[src/rtl/crc_pkg.sv]
// Shared CRC-16/CCITT-FALSE constants, FSM states and update helpers.
// Parallel byte folding is selected with the CRC_PARALLEL_EN macro.
package crc_pkg;

  localparam logic [15:0] CRC_POLY = 16'h1021;
  localparam logic [15:0] CRC_INIT = 16'hFFFF;

  typedef enum logic [2:0] {
    S_IDLE    = 3'd0,
    S_DATA    = 3'd1,
    S_SHIFT   = 3'd2,
    S_HASH_HI = 3'd3,
    S_HASH_LO = 3'd4,
    S_DONE    = 3'd5
  } crc_state_t;

  function automatic logic [15:0] crc16_bit(
    input logic [15:0] crc,
    input logic        b
  );
    logic fb;
    fb = crc[15] ^ b;
    return {crc[14:0], 1'b0} ^ (fb ? CRC_POLY : 16'h0000);
  endfunction

  function automatic logic [15:0] crc16_byte(
    input logic [15:0] crc,
    input logic [7:0]  d
  );
    logic [15:0] c;
    c = crc;
    for (int i = 7; i >= 0; i--) begin
      c = crc16_bit(c, d[i]);
    end
    return c;
  endfunction

endpackage

[src/rtl/crc16_lfsr.sv]
// 16-bit CRC register: bit-serial step, or whole-byte step when
// CRC_PARALLEL_EN is defined.
module crc16_lfsr
  import crc_pkg::*;
(
  input  logic        clk50m,
  input  logic        rst,
  input  logic        init,
  input  logic        shift_bit,
  input  logic        bit_in,
`ifdef CRC_PARALLEL_EN
  input  logic        load_byte,
  input  logic [7:0]  byte_in,
`endif
  output logic [15:0] crc
);

  // CRC register; init wins over any update in the same cycle
  always_ff @(posedge clk50m) begin
    if (rst) begin
      crc <= '0;
    end else if (init) begin
      crc <= CRC_INIT;
`ifdef CRC_PARALLEL_EN
    end else if (load_byte) begin
      crc <= crc16_byte(crc, byte_in);
`endif
    end else if (shift_bit) begin
      crc <= crc16_bit(crc, bit_in);
    end
  end

endmodule

[src/rtl/crc16_frame_calc.sv]
// Frame CRC-16 engine: payload CRC plus captured 2-byte hash.
// Define CRC_PARALLEL_EN for 1 byte/cycle; default is bit-serial.
module crc16_frame_calc
  import crc_pkg::*;
#(
  parameter int LEN_W = 16
) (
  input  logic             clk50m,
  input  logic             rst,
  input  logic             frame_start,
  input  logic [LEN_W-1:0] frame_len,
  input  logic [7:0]       byte_data,
  input  logic             byte_valid,
  output logic             byte_ready,
  output logic             busy,
  output logic             crc_start,
  output logic             crc_rdy,
  output logic [15:0]      crc_calc,
  output logic [15:0]      crc_hash
);

  crc_state_t       state;
  logic [LEN_W-1:0] remaining;
  logic             xfer;
  logic             lfsr_shift;
  logic             lfsr_bit;

`ifndef CRC_PARALLEL_EN
  logic [7:0]       sh_byte;
  logic [2:0]       bit_cnt;
`else
  logic             lfsr_load;
`endif

  assign byte_ready = (state == S_DATA)
                   || (state == S_HASH_HI)
                   || (state == S_HASH_LO);
  assign busy       = (state != S_IDLE);
  assign crc_rdy    = (state == S_DONE);
  assign xfer       = byte_valid && byte_ready;

`ifndef CRC_PARALLEL_EN
  assign lfsr_shift = (state == S_SHIFT) && !frame_start;
  assign lfsr_bit   = sh_byte[7];
`else
  assign lfsr_shift = 1'b0;
  assign lfsr_bit   = 1'b0;
  assign lfsr_load  = (state == S_DATA) && xfer && !frame_start;
`endif

  crc16_lfsr u_lfsr (
    .clk50m    (clk50m),
    .rst       (rst),
    .init      (frame_start),
    .shift_bit (lfsr_shift),
    .bit_in    (lfsr_bit),
`ifdef CRC_PARALLEL_EN
    .load_byte (lfsr_load),
    .byte_in   (byte_data),
`endif
    .crc       (crc_calc)
  );

  // Frame sequencing; frame_start restarts from any state
  always_ff @(posedge clk50m) begin
    if (rst) begin
      state     <= S_IDLE;
      remaining <= '0;
      crc_start <= 1'b0;
      crc_hash  <= '0;
`ifndef CRC_PARALLEL_EN
      sh_byte   <= '0;
      bit_cnt   <= '0;
`endif
    end else begin
      crc_start <= 1'b0;
      if (frame_start) begin
        crc_start <= 1'b1;
        remaining <= frame_len;
        state     <= (frame_len != '0) ? S_DATA : S_HASH_HI;
      end else begin
        unique case (state)
          S_IDLE: begin
          end
          S_DATA: begin
            if (xfer) begin
              remaining <= remaining - LEN_W'(1);
`ifndef CRC_PARALLEL_EN
              sh_byte   <= byte_data;
              bit_cnt   <= '0;
              state     <= S_SHIFT;
`else
              if (remaining == LEN_W'(1)) begin
                state <= S_HASH_HI;
              end
`endif
            end
          end
          S_SHIFT: begin
`ifndef CRC_PARALLEL_EN
            sh_byte <= {sh_byte[6:0], 1'b0};
            bit_cnt <= bit_cnt + 3'd1;
            if (bit_cnt == 3'd7) begin
              state <= (remaining != '0) ? S_DATA : S_HASH_HI;
            end
`else
            state <= S_IDLE;
`endif
          end
          S_HASH_HI: begin
            if (xfer) begin
              crc_hash[15:8] <= byte_data;
              state          <= S_HASH_LO;
            end
          end
          S_HASH_LO: begin
            if (xfer) begin
              crc_hash[7:0] <= byte_data;
              state         <= S_DONE;
            end
          end
          S_DONE: begin
            state <= S_IDLE;
          end
          default: begin
            state <= S_IDLE;
          end
        endcase
      end
    end
  end

endmodule

[config.mk]
export PLATFORM = sky130hd
export DESIGN_NAME = crc16_frame_calc
export DESIGN_NICKNAME = d
export VERILOG_FILES = /design/src/rtl/crc_pkg.sv /design/src/rtl/crc16_lfsr.sv /design/src/rtl/crc16_frame_calc.sv
export SDC_FILE = /design/constraint.sdc
export NUM_CORES = 1
export LEC_CHECK = 0
export CAP_MARGIN = 10
export CORE_MARGIN = 3
export CORE_UTILIZATION = 50
export DETAILED_ROUTE_END_ITERATION = 10
export GPL_ROUTABILITY_DRIVEN = 0
export HOLD_SLACK_MARGIN = 0.12
export PLACE_DENSITY = 0.79
export RECOVER_POWER = 25
export SETUP_SLACK_MARGIN = 0.3
export SYNTH_ARGS = -nofsm -noshare
export SYNTH_HDL_FRONTEND = slang
export SYNTH_SLANG_ARGS = --single-unit
export TNS_END_PERCENT = 10
[constraint.sdc]
create_clock -name clk50m -period 2.12 [get_ports clk50m]
set_input_delay 0.424 -clock clk50m [delete_from_list [all_inputs] [get_ports clk50m]]
set_output_delay 0.424 -clock clk50m [all_outputs]
set_load 0.02 [all_outputs]
Word level (Yosys, flattened, before mapping)
Cells that the tools add are included.
W data, S select, Z words.
{ "word_totals": {"regBits": 63, "in_bits": 28, "out_inout_bits": 36, "elab_cells": 62} }
{ "op_classes": {"add_sub_neg": 2, "n_eq_ne": 12, "n_mux": 19, "bitwise_logic": 3, "n_reduce_logical": 18} }
{ "ops": {"columns": ["operator", "n"], "rows": [
  ["$mux W16", 5],
  ["$reduce_bool A16 Y1", 2],
  ["$mux W3", 6],
  ["$pmux W8 S2", 1],
  ["$sub A16 B1 Y16 const B", 1],
  ["$xor A16 B16 Y16", 1],
  ["$pmux W3 S5", 1],
  ["$mux W13", 1],
  ["$eq A3 B3 Y1 const B", 3],
  ["$ne A3 B3 Y1 const B", 3],
  ["$reduce_and A3 Y1", 3],
  ["$mux W8", 1],
  ["$reduce_bool A2 Y1", 4],
  ["$eq A3 B2 Y1 const B", 2],
  ["$pmux W3 S2", 1],
  ["$reduce_and A5 Y1", 1],
  ["$mux W2", 2],
  ["$ne A2 B2 Y1 const B", 2],
  ["$add A3 B1 Y3 const B", 1],
  ["$eq A3 B1 Y1 const B", 1],
  ["$logic_not A3 Y1", 1],
  ["$ne A3 B2 Y1 const B", 1],
  ["$reduce_bool A3 Y1", 1],
  ["$logic_and A1 B1 Y1", 2],
  ["6 further kinds", 7]
]} }

Logic depth before layout (Yosys ltp)
{ "logic_depth": {"ltp_word": 7, "depth_mapped": 6, "depth_no_buf": 6} }

Hierarchy
A second synthesis with hierarchy kept.
{ "unflattened": {"hier_cells": 325, "area_unflattened_um2": 2935.3} }
{ "modules_own_cells": {"columns": ["mod", "instances", "cells_per_inst", "area_each_um2", "seq_area_each_um2"], "rows": [
  ["crc16_frame_calc", 1, 261, 2294.7, 940.9],
  ["crc16_lfsr", 1, 64, 640.6, 320.3]
]} }

Worst setup path after synthesis
OpenSTA, ideal clock, no wires.
{ "synth_timing": {"kind": "input -> register", "from": "input port byte_valid", "to": "register remaining[13]", "setup_time_ps": 91, "t_arrival_ps": 1794, "required_time_ps": 2029, "setup_slack_ps": 235, "cell_stages": 6, "n_path_buf": 2, "cell_sequence": "buf_2 > nor4bb_1 > clkbuf_1 > nand3_1 > or3_1 > a311oi_1"} }
{ "synth_between": {"elab_chain_cells": 3} }
{ "synth_rtl": {"columns": ["item", "line", "source"], "rows": [
  ["start: declaration", "crc16_frame_calc.sv:13", "input logic byte_valid,"],
  ["$logic_and A1 B1 Y1", "crc16_frame_calc.sv:40", "assign xfer = byte_valid && byte_ready;"],
  ["$reduce_bool A2 Y1 (no line)", null, null],
  ["$reduce_and A2 Y1 (no line)", null, null],
  ["end signal: assignment", "crc16_frame_calc.sv:79", "remaining <= frame_len;"],
  ["end signal: assignment", "crc16_frame_calc.sv:87", "remaining <= remaining - LEN_W'(1);"],
  ["end: declaration", "crc16_frame_calc.sv:23", "logic [LEN_W-1:0] remaining;"]
]} }
Every way passes these cells.
A chain may end at the register's enable or synchronous reset.

Final worst setup path
Same ends and word-level chain as after synthesis.

==> impl_metrics.yaml <==
pwr:
  power.total_mw: 2.74
  p_leak_nw: 1.44
  irDropWorstVdd_uv: 555
  powerDensity_nw_per_um2: 707
die:
  start_util_pct: 53.9
  fp-row-count: 26
  die_x_um: 81.8
  coreArea_um2: 5340
  dieHeight_um: 81.8
  num_io_pins: 64
  dieArea_um2: 6690
drt:
  drtPass1Iterations: 5
  ant_nets: 0
  viasPerCell: 5.70
  wirelength_mm: 7.52
  drc: 0
  post_drt_wl_per_cell_um: 15.3
  drtIter0Drc: 170
  vias: 2808
clock_network:
  cts_tree: "done"
  cts.sinks: 63
  cts_made_buffers: 9
  clock_latency_ps: 340
  clockRootBuffer: "clkbuf_8"
  clk_pin_slew_worst_paths_ps: 70
  ctsHtreeMaxLevel: 3
  clockBufferDepth: 2
finish:
  most-common-layout-cells: "dfxtp_1 (61), clkdlybuf4s50_1 (57), nand2_1 (54)"
  drive_gt1_share_pct: 12.8
  n_fill_cell: 431
  fin_util_pct: 72.7
  nNetsFinal: 450
  finalNonFillerCells: 493
  num_antenna_cells: 0
  layout_commonest_cell: "dfxtp_1"
  design_area_um2: 3880
  area_growth_pct: 34.9
timing:
  slew_headroom_pct: 67.9
  hold_viol: 0
  rsz0062_at_grt: "yes"
  worst_pin_slew_ps: 481
  clock.fmax_mhz: 515
  slew_violations: 0
  fin_crit_sh_pct: 91.5
  setup_viol: 0
  period_minus_slack_ps: 1940
  clock-skew-final_ps: 8.98
worst_setup_path:
  critPathMaxFanout: 4
  end_kind: "flip-flop"
  crit_slowest_cell: "dlygate4sd3_1"
  crit_type: "input pin to flip-flop"
  slowest_delay_ps: 590
  arrival_ps: 2180
  crit_buf_inv: 2
  cp_top_family: "buffers and inverters"
  start_kind: "input pin"
  cp.required_ps: 2360
  path_cells: "dlygate4sd3_1 -> nor4bb_1 -> buf_4 -> nand3_1 -> or3_4 -> a311oi_2"
synthesis:
  synth_area_per_cell_um2: 8.40
  async_reset_ff_share_pct: 0
  synthesis.nets: 373
  synth-main-ff-cell: "dfxtp_1"
  netlist_instances: 342
  yosysUniqueCellTypes: 50
  synth-seq-cells: 63
  synth-edff-count: 0
  yosysWarningCount: 0
  netlist_area_um2: 2870
  seq_area_frac_synth_pct: 43.9
flow_run:
  drv_cap: 0
place:
  dp_cells: 477
  dpl.hpwl_mm: 5.26
  port_buffers: 63
  dpl_cell_area_um2: 3700
global_route:
  grt_pass1_vias: 2731
  use_met2_pct: 38.1
  grt_pass1_wl_mm: 12.6
  grtUsageTotal_pct: 24.3
  globalRouteMet1Util_pct: 30.8
  grt_antenna_before_repair: 0
  grt_remaining_overflow: 0
  grt_max_degree: 27
  grt.busiest_layer: "met2"
  use_met3_pct: 6.80
min_path:
  hold_class: "flip-flop to flip-flop"
run_status:
  status: "finished clean"
cell families (layout without fill, tap and decap cells):
logic type,count (synthesis),count (layout),synth area share [%]
AO/OA/AOI/OAI,70,70,16.5
XOR/XNOR,11,11,3.35
adder cells (fa/ha/maj),4,4,1.65
buffers and inverters,28,109,3.79
flip-flops,63,63,43.9
multiplexers,18,18,6.31
AND/OR/NAND/NOR,148,148,24.5
sequential cells by signal, summed over array words and instances, names as in the netlist:
name / count
bit_cnt: 3
crc_hash: 16
crc_start: 1
remaining: 16
sh_byte: 8
state: 3
u_lfsr.crc: 16
cell type report:
cell class	instances	area [µm²]	area share, %
inverter	4	15.0	0.387
sequential	63	1270	32.7
clock inverter	4	47.5	1.23
multi-input combinational	251	1530	39.3
tap	70	87.6	2.26
clock buffer	11	131	3.39
timing repair buffer	90	805	20.7
routing by layer:
| metal | part of all wire (%) | routed length (µm) |
|---|---|---|
| met1 | 45 | 3360 |
| met3 | 6.3 | 477 |
| met5 | 0 | 0 |
| met2 | 46 | 3500 |
| met4 | 2.6 | 193 |
tightest hold or removal path, cell delays in order, from the launching register on:
cell      delay (ps)
dfxtp_1          310
nand2_1           60
a311oi_1          70
final timing paths:
| kind | cells past startpoint | from | slack, ps | to |
|---|---|---|---|---|
| setup / recovery | 6 | byte_valid | 180 | remaining[13] |
| hold / removal | 2 | sh_byte[5] | 480 | sh_byte[6] |
| setup reg to reg | 4 | remaining[10] | 210 | remaining[13] |
| hold reg to reg | 2 | sh_byte[5] | 480 | sh_byte[6] |
through the flow:
stage / setup TNS, ps / setup WS (ps) / hold slack (ps)
final: 0 / 180 / 481
after global routing: 0 / 84.4 / 499
after CTS: 0 / 107 / 482
after detailed placement: -97.7 / -45.1 / 473
after global placement: 0 / 24.4 / 464
after floorplan: 0 / 284 / 455
synthesized netlist by cell type (3+ instances only):
cell	n	area, µm²
nand4_1	3	18.8
clkbuf_1	19	71.3
mux2i_1	17	170
xnor2_1	4	35.0
a311oi_1	9	78.8
a211oi_1	8	60.1
nor4_1	8	50.1
or3_1	4	25.0
buf_2	3	15.0
nand3_1	4	20.0
nand2_1	54	203
dfxtp_1	63	1260
nor3_1	6	30.0
ha_1	3	37.5
a22oi_1	3	22.5
a31oi_1	14	87.6
o21ai_0	6	30.0
nand4b_1	4	35.0
inv_1	3	11.3
a21oi_1	15	75.1
nor2_1	48	180
xor2_1	7	61.3
where the power goes:
group | switching, mW | internal, mW
clock | 0.437 | 0.533
sequential | 0.0563 | 1.25
combinational | 0.243 | 0.224
timing repair:
| item | 4_1_cts | 5_1_grt |
|---|---|---|
| resized for setup | 4 | 10 |
| pin swaps | 0 | 2 |
| hold buffers | 0 | 0 |
| buffers inserted | 0 | 1 |
| gates cloned | 0 | 0 |
| endpoints found under the setup margin | 4 | 19 |
(Power assumes the default switching activity.)
